`src/rtl/disp_pkg.sv`:
```
// disp_pkg: shared types and constants for the display scan controller.
// Optional build macro DISP_BRIGHT_EN is consumed by display_scan_ctrl.
package disp_pkg;

  typedef enum logic {
    GUARD = 1'b0,
    DRIVE = 1'b1
  } scan_state_t;

  localparam int DIGIT_W = 4;

  // All digit enables dark (active-low); wide enough for the largest digit count.
  localparam logic [7:0] AN_OFF = '1;

  function automatic int max_int(input int a, input int b);
    return (a > b) ? a : b;
  endfunction

endpackage

```
`src/rtl/disp_dwell_cnt.sv`:
```
// disp_dwell_cnt: free-running dwell counter that reloads zero on reaching a
// caller-supplied limit. Exposes the next count so registered outputs can be
// computed against the value the counter will hold in the following cycle.
module disp_dwell_cnt #(
  parameter int  MAX_CNT = 4,
  localparam int CW      = $clog2(MAX_CNT)
) (
  input  logic          clk,
  input  logic          rst_n,
  input  logic [CW-1:0] limit,
  output logic [CW-1:0] cnt_next,
  output logic          tc
);

  logic [CW-1:0] cnt;

  assign tc       = (cnt == limit);
  assign cnt_next = tc ? '0 : cnt + 1'b1;

  // Count up, wrapping to zero at the terminal count.
  always_ff @(posedge clk or negedge rst_n) begin
    if (!rst_n) cnt <= '0;
    else        cnt <= cnt_next;
  end

endmodule

```
`src/rtl/display_scan_ctrl.sv`:
```
// display_scan_ctrl: time-multiplexed common-anode 7-segment scan controller.
// Rotates GUARD (all dark) -> DRIVE (one digit lit) per digit, holds the host
// written digit values and presents the active one to a shared decoder.
// Optional build macro DISP_BRIGHT_EN adds a brightness input (duty control).
module display_scan_ctrl
  import disp_pkg::*;
#(
  parameter int  NUM_DIGITS = 4,
  parameter int  CLK_DIV    = 100000,
  parameter int  GUARD_CYC  = 16,
  localparam int IW         = $clog2(NUM_DIGITS)
) (
  input  logic                  clk,
  input  logic                  rst_n,
  input  logic                  wr_en,
  input  logic [IW-1:0]         wr_idx,
  input  logic [DIGIT_W-1:0]    wr_data,
  input  logic [NUM_DIGITS-1:0] blank_mask,
`ifdef DISP_BRIGHT_EN
  input  logic [3:0]            brightness,
`endif
  output logic [DIGIT_W-1:0]    digit_val,
  output logic [IW-1:0]         digit_idx,
  output logic [NUM_DIGITS-1:0] an,
  output logic                  scan_wrap
);

  localparam int MAX_CNT = max_int(CLK_DIV, GUARD_CYC);
  localparam int CW      = $clog2(MAX_CNT);

  scan_state_t           state;
  logic [DIGIT_W-1:0]    digit_reg [NUM_DIGITS];
  logic [CW-1:0]         limit;
  logic [CW-1:0]         cnt_next;
  logic                  tc;
  logic                  lit_next;
  logic                  last_digit;
  logic [NUM_DIGITS-1:0] an_drive;

  // Host writes; an index with no matching register simply hits nothing.
  always_ff @(posedge clk or negedge rst_n) begin
    if (!rst_n) begin
      for (int i = 0; i < NUM_DIGITS; i++) digit_reg[i] <= '0;
    end else if (wr_en) begin
      for (int i = 0; i < NUM_DIGITS; i++) begin
        if (wr_idx == IW'(i)) digit_reg[i] <= wr_data;
      end
    end
  end

  assign digit_val = digit_reg[digit_idx];

  assign limit      = (state == GUARD) ? CW'(GUARD_CYC - 1) : CW'(CLK_DIV - 1);
  assign last_digit = (digit_idx == IW'(NUM_DIGITS - 1));

  disp_dwell_cnt #(
    .MAX_CNT (MAX_CNT)
  ) u_dwell (
    .clk      (clk),
    .rst_n    (rst_n),
    .limit    (limit),
    .cnt_next (cnt_next),
    .tc       (tc)
  );

`ifdef DISP_BRIGHT_EN
  // Duty compare is done at a width that holds 16*CLK_DIV without overflow.
  localparam int BW = $clog2(CLK_DIV) + 5;

  logic [3:0]    bright_q;
  logic [3:0]    bright_sel;
  logic [BW-1:0] duty_lhs;
  logic [BW-1:0] duty_rhs;

  // Entering DRIVE the fresh brightness applies; inside DRIVE the latched one.
  assign bright_sel = (state == GUARD) ? brightness : bright_q;
  assign duty_lhs   = BW'(cnt_next) << 4;
  assign duty_rhs   = (BW'(bright_sel) + BW'(1)) * BW'(CLK_DIV);
  assign lit_next   = (duty_lhs < duty_rhs);

  // Latch brightness once per digit so the duty is stable within a dwell.
  always_ff @(posedge clk or negedge rst_n) begin
    if (!rst_n)                    bright_q <= '0;
    else if (state == GUARD && tc) bright_q <= brightness;
  end
`else
  logic unused_cnt_next;
  assign unused_cnt_next = ^cnt_next;
  assign lit_next        = 1'b1;
`endif

  // Enable pattern for the next DRIVE cycle: only the active digit may light.
  for (genvar gi = 0; gi < NUM_DIGITS; gi++) begin : g_an
    assign an_drive[gi] = (digit_idx == IW'(gi)) ? (blank_mask[gi] | ~lit_next) : 1'b1;
  end

  // Scan FSM; an and scan_wrap are registered so the pins never glitch.
  always_ff @(posedge clk or negedge rst_n) begin
    if (!rst_n) begin
      state     <= GUARD;
      digit_idx <= '0;
      an        <= AN_OFF[NUM_DIGITS-1:0];
      scan_wrap <= 1'b0;
    end else begin
      scan_wrap <= 1'b0;
      case (state)
        GUARD: begin
          if (tc) begin
            state <= DRIVE;
            an    <= an_drive;
          end else begin
            an    <= AN_OFF[NUM_DIGITS-1:0];
          end
        end
        DRIVE: begin
          if (tc) begin
            state     <= GUARD;
            an        <= AN_OFF[NUM_DIGITS-1:0];
            digit_idx <= last_digit ? '0 : digit_idx + 1'b1;
            scan_wrap <= last_digit;
          end else begin
            an        <= an_drive;
          end
        end
        default: begin
          state <= GUARD;
          an    <= AN_OFF[NUM_DIGITS-1:0];
        end
      endcase
    end
  end

endmodule
```
`config.mk`:
```
export PLATFORM = sky130hd
export DESIGN_NAME = display_scan_ctrl
export DESIGN_NICKNAME = d
export VERILOG_FILES = /design/src/rtl/disp_pkg.sv /design/src/rtl/disp_dwell_cnt.sv /design/src/rtl/display_scan_ctrl.sv
export SDC_FILE = /design/constraint.sdc
export NUM_CORES = 1
export LEC_CHECK = 0
export ABC_AREA = 1
export BUFFER_PORTS_ARGS = -buffer_cell sky130_fd_sc_hd__buf_2
export CAP_MARGIN = 0
export CELL_PAD_IN_SITES_DETAIL_PLACEMENT = 0
export CELL_PAD_IN_SITES_GLOBAL_PLACEMENT = 1
export CORE_ASPECT_RATIO = 1.1
export CORE_MARGIN = 1.5
export CORE_UTILIZATION = 43
export CTS_BUF_LIST = sky130_fd_sc_hd__clkbuf_16
export DETAILED_ROUTE_END_ITERATION = 10
export GPL_TIMING_DRIVEN = 0
export PLACE_DENSITY = 0.88
export SETUP_SLACK_MARGIN = 0.15
export SYNTH_ARGS = -nofsm -noshare
export SYNTH_HDL_FRONTEND = slang
export SYNTH_SLANG_ARGS = --single-unit
```
`constraint.sdc`:
```
create_clock -name clk -period 2.1 [get_ports clk]
set_clock_uncertainty 0.15 [all_clocks]
set_input_delay 0.42 -clock clk [delete_from_list [all_inputs] [get_ports clk]]
set_output_delay 0.42 -clock clk [all_outputs]
set_load 0.005 [all_outputs]
```
### Yosys cells after proc, flatten, opt, wreduce, memory -nomap -nowiden

Cells that the tools add are included.

| storage, ports and cells | value |
|---|---|
| register bits after elaboration | 41 |
| input port bits | 13 |
| output and inout port bits | 11 |

| cells by class | value |
|---|---|
| $add $sub $neg | 2 |
| $lt $le $gt $ge | 1 |
| equality and inequality tests | 7 |
| multiplexer cells | 18 |
| bitwise logic cells | 2 |
| reductions and logical operators | 7 |

Operator list:

| kind | count |
|---|---|
| 17-bit 2-to-1 mux | 2 |
| 17-bit by 1-bit adder with 17-bit output, second input constant | 1 |
| 17-bit equality test | 1 |
| 4-bit 2-to-1 mux | 4 |
| 2-bit AND reduction | 5 |
| 4-bit binary-select mux with 2-bit select | 1 |
| 2-bit equality test, second input constant | 4 |
| 1-bit 2-to-1 mux | 8 |
| 4-bit case mux with 2 select lines | 1 |
| 2-bit by 1-bit equality test with 1-bit output, second input constant | 2 |
| 2-bit logical NOT | 2 |
| 3-bit >= comparator, second input constant | 1 |
| 2-bit NOT with 3-bit output | 1 |
| 2-bit by 1-bit adder with 2-bit output, second input constant | 1 |
| 2-bit 2-to-1 mux | 1 |
| 1-bit case mux with 2 select lines | 1 |
| 1-bit NOT | 1 |

### Depth between registers and ports, before layout

| depth | value |
|---|---|
| depth in word-level cells | 4 |
| mapped depth | 10 |
| depth with buffers taken out | 10 |

### Modules after synthesis

A second synthesis with hierarchy kept.

| second synthesis, totals | value |
|---|---|
| cells, all modules | 310 |
| area, all modules | 2,352.3 µm² |

Modules (own cells, without submodules):

| module | instances | cells an instance | area each (µm²) |
|---|---|---|---|
| display_scan_ctrl | 1 | 154 | 1,241.2 |
| disp_dwell_cnt | 1 | 156 | 1,111.1 |

### Worst setup path before layout

No wires, ideal clock.

| timing path | value |
|---|---|
| kind | register to register |
| from | register u_dwell.cnt[0] |
| to | register digit_idx[0] |
| library setup time | 83 ps |
| arrival time | 1,440 ps |
| data required time | 1,867 ps |
| setup slack | 427 ps |
| cell stages (with the launch flop) | 11 |
| buffers on the path | 0 |
| clock period less this slack | 1,673 ps |
| cell sequence | dfrtp_1 ha_1 nand2_2 nor2_4 inv_1 nor2_1 nand4_1 inv_1 ha_1 nand3_1 o21ai_0 |

| on the way | value |
|---|---|
| longest elaborated chain between the ends | 2 |

RTL lines:

| what | line | RTL |
|---|---|---|
| start: declaration | disp_dwell_cnt.sv:15 | `logic [CW-1:0] cnt;` |
| start signal: assignment | disp_dwell_cnt.sv:23 | `else cnt <= cnt_next;` |
| 17-bit equality test | disp_dwell_cnt.sv:17 | `assign tc = (cnt == limit);` |
| 2-bit AND reduction (no source line) | -- |  |
| end signal: assignment | display_scan_ctrl.sv:119 | `digit_idx <= last_digit ? '0 : digit_idx + 1'b1;` |
| end: declaration | display_scan_ctrl.sv:23 | `output logic [IW-1:0] digit_idx,` |

No other way between the ends.
A chain may end at the register's enable or synchronous reset.

### Worst setup path in the final report

| timing path | value |
|---|---|
| from | register digit_idx[0] |
| to | output digit_val[0] |

| on the way | value |
|---|---|
| longest elaborated chain between the ends | 4 |

RTL lines:

| what | line | RTL |
|---|---|---|
| 2-bit NOT with 3-bit output (not written as such) | display_scan_ctrl.sv:51 | `assign digit_val = digit_reg[digit_idx];` |
| 4-bit binary-select mux with 2-bit select | display_scan_ctrl.sv:51 |  |
| 4-bit 2-to-1 mux (not written as such) (2 in series) | display_scan_ctrl.sv:51 |  |
| end: declaration | display_scan_ctrl.sv:22 | `output logic [DIGIT_W-1:0] digit_val,` |

No other way between the ends. The select of a mux whose other input is x is not followed.

==> flow_summary.json <==
{
  "powerDensity_nw_per_um2": 706,
  "drt_wl_total_um": 4360,
  "leakagePower_nw": 1.36,
  "cts_buffers": 5,
  "required_ns": 1.53,
  "gp_congestion": 0.743,
  "worstSetupPathType": "register to output pin",
  "dieWidth_um": 70.5,
  "layout-drive-gt1-share_pct": 22.5,
  "crit_slowest_cell": "dfrtp_1",
  "slowest_delay_ns": 0.41,
  "coreArea_um2": 4720,
  "status": "finished, final reports clean",
  "dieArea_um2": 5440,
  "final-setup-viol-count": 0,
  "grt.overflow.total": 0,
  "netlist_instances": 269,
  "n_antenna_cell": 0,
  "crit_chain": "buf_8, inv_4, buf_6, nor2_1, o22ai_1, buf_2",
  "critPathLaunchType": "register",
  "vias": 1769,
  "nets": 324,
  "yosysWarningCount": 0,
  "seq_area_frac_synth_pct": 47.9,
  "syn_area_um2": 2150,
  "synth_top_family_by_area": "simple AND/OR/NAND/NOR gates",
  "timing.slew.headroom_pct": 39.7,
  "synth_cell_type_count": 23,
  "syn_to_final_growth_pct": 20.3,
  "synth_adder_area_share_pct": 3.49,
  "antenna_left": 0,
  "grt_max_degree": 42,
  "start_util_pct": 45.6,
  "synth_simple_gate_area_share_pct": 26.3,
  "worst_slack_ns": 0.197,
  "synth.avg_cell_area_um2": 8.00,
  "fillCellCount": 441,
  "dpl.hpwl_um": 3040,
  "period_needed_ns": 1.90,
  "cts_buffer_depth": 2,
  "grt_use_total_pct": 17.8,
  "drtPass1Iterations": 4,
  "largest_reg_flops": 17,
  "drt-wirelength-per-cell_um": 12.0,
  "finalCritPeriodShare_pct": 90.6,
  "worstHoldPathType": "input pin to asynchronous set/reset pin",
  "multi_input_area_um2": 941,
  "drt_iter0_drc": 48,
  "postCtsHoldBufs": 0,
  "die_y_um": 77.2,
  "vdd_drop_max_mv": 0.510,
  "cp.arrival_ns": 1.33,
  "path_clk_slew_ns": 0.06,
  "root_buffer": "clkbuf_16",
  "path_max_fanout": 8,
  "synth_compound_area_share_pct": 9.30,
  "via_per_inst": 4.89,
  "synth_seq_cells": 41,
  "cts.htree.levels": 2,
  "regArea_um2": 1030,
  "place_ws_ns": 0.132,
  "slew_violations": 0,
  "tightest_slew_ns": 0.904,
  "cts_tree": "built",
  "port_buffers": 23,
  "rsz0062_at_grt": "yes",
  "crit_path_end_kind": "output pin",
  "rows": 26,
  "insertion_delay_ns": 0.28,
  "cts.sinks": 41,
  "grt_first_pass_wirelength_um": 7660,
  "io-pin-count": 24,
  "drv_cap": 0,
  "first_global_vias": 1758,
  "synth_xor_area_share_pct": 3.66,
  "tns_ns": 0,
  "fmax_ghz": 0.526,
  "antenna_found_initial": 0,
  "drc": 0,
  "synth.area.mux_share_pct": 0,
  "hold_viol": 0,
  "syn_nets": 288
}
synthesized netlist by cell type:
library cell  instances  area (um^2)
xnor2_1               1         8.76
inv_1                48          180
nor3_1                3         15.0
a21oi_1               3         15.0
nand2_2               5         31.3
nand2_1              51          191
nand3_2               4         40.0
inv_2                 2         7.51
o21ai_1               1         5.00
nor2_2                5         31.3
o22ai_1               4         25.0
dfstp_2               4          105
clkbuf_1              1         3.75
dfrtp_1              37          926
nand3_1              21          105
nand3_4               1         17.5
xor2_1                8         70.1
ha_1                  6         75.1
nor2_4                2         22.5
nand4_1               1         6.26
nor2_1               28          105
buf_2                 2         10.0
o21ai_0              31          155
final timing paths:
check	endpoint	start	slack, ns	cells after the start
max	digit_val[0]	digit_idx[0]	0.20	6
min reg2reg	digit_reg[8]	digit_reg[8]	0.34	2
max reg2reg	digit_idx[0]	u_dwell.cnt[0]	0.31	10
max in group asynchronous	digit_idx[1]	rst_n	1.06	1
min in group clk	an[2]	blank_mask[2]	0.20	3
min	u_dwell.cnt[0]	rst_n	0.12	1
worst max-delay path, delay by kind of cell, from the launching register on:
| kind | cells | cell delay (ns) |
|---|---|---|
| flops | 1 | 0.41 |
| compound gates | 1 | 0.15 |
| simple gates | 1 | 0.05 |
| buf+inv | 4 | 0.44 |
cell families (layout without fill, tap and decap cells):
| kind of cell | Yosys count | after routing |
|---|---|---|
| xor+xnor | 9 | 9 |
| fa+ha+maj | 6 | 6 |
| simple gates | 121 | 121 |
| buf+inv | 53 | 90 |
| flops | 41 | 41 |
| compound gates | 39 | 39 |
power by group:
part	switching [mW]	leakage [nW]	internal, mW	total, mW
sequential	0.0275	0.519	0.841	0.869
combinational	0.0623	0.756	0.0445	0.107
clock	0.297	0.0850	0.554	0.851
total	0.387	1.36	1.44	1.83
routing by layer:
metal | wire length [um] | vias to the layer above | track usage (%) | share of wire [%]
met5 | 0 | - | 0 | 0
li1 | - | 914 | - | -
met2 | 2170 | 29 | 30.7 | 50
met3 | 137 | 5 | 4.34 | 3.1
met4 | 63 | 0 | 6.35 | 1.4
met1 | 1990 | 821 | 21.3 | 46
placed cells by master (no fill, tap or decap), drive strengths merged:
| cell | instances |
|---|---|
| nand2 | 56 |
| inv | 51 |
| dfrtp | 37 |
| nor2 | 35 |
| o21ai | 32 |
| buf | 32 |
| nand3 | 26 |
| xor2 | 8 |
| ha | 6 |
| clkbuf | 5 |
| o22ai | 4 |
| dfstp | 4 |
| nor3 | 3 |
| a21oi | 3 |
| xnor2 | 1 |
| nand4 | 1 |
| clkinv | 1 |
| bufinv | 1 |
area by class of cell:
class                   count  share of cell area [%]
flip-flops and latches     41                    39.9
multi-input cells         175                    36.3
inverters                  50                    7.35
repair buffers             29                    6.19
clock buffers               5                    4.83
well taps                  56                    2.71
clock inverters             3                    1.50
plain buffers               3                    1.21
per-stage QoR:
stage | instance area [um^2] | hold slack, ns | util [%] | cells | power (mW)
6_report | 2590 | 0.124 | 54.9 | 362 | 1.83
5_1_grt | 2590 | 0.200 | 54.9 | 362 | 1.90
4_1_cts | 2530 | 0.163 | 53.7 | 358 | 1.84
3_5_place_dp | 2340 | 0.319 | 49.5 | 348 | 0.990
3_3_place_gp | 2340 | 0.312 | 49.5 | 348 | 0.983
2_1_floorplan | 2150 | -0.0256 | - | 269 | 0.930
what timing repair did:
item                       in CTS  in global routing
setup endpoints to repair       4                  7
gates resized for setup         6                 11
setup buffers                   2                  4
pin swaps                       0                  3
No activity file was read; power rests on OpenSTA's default activity.
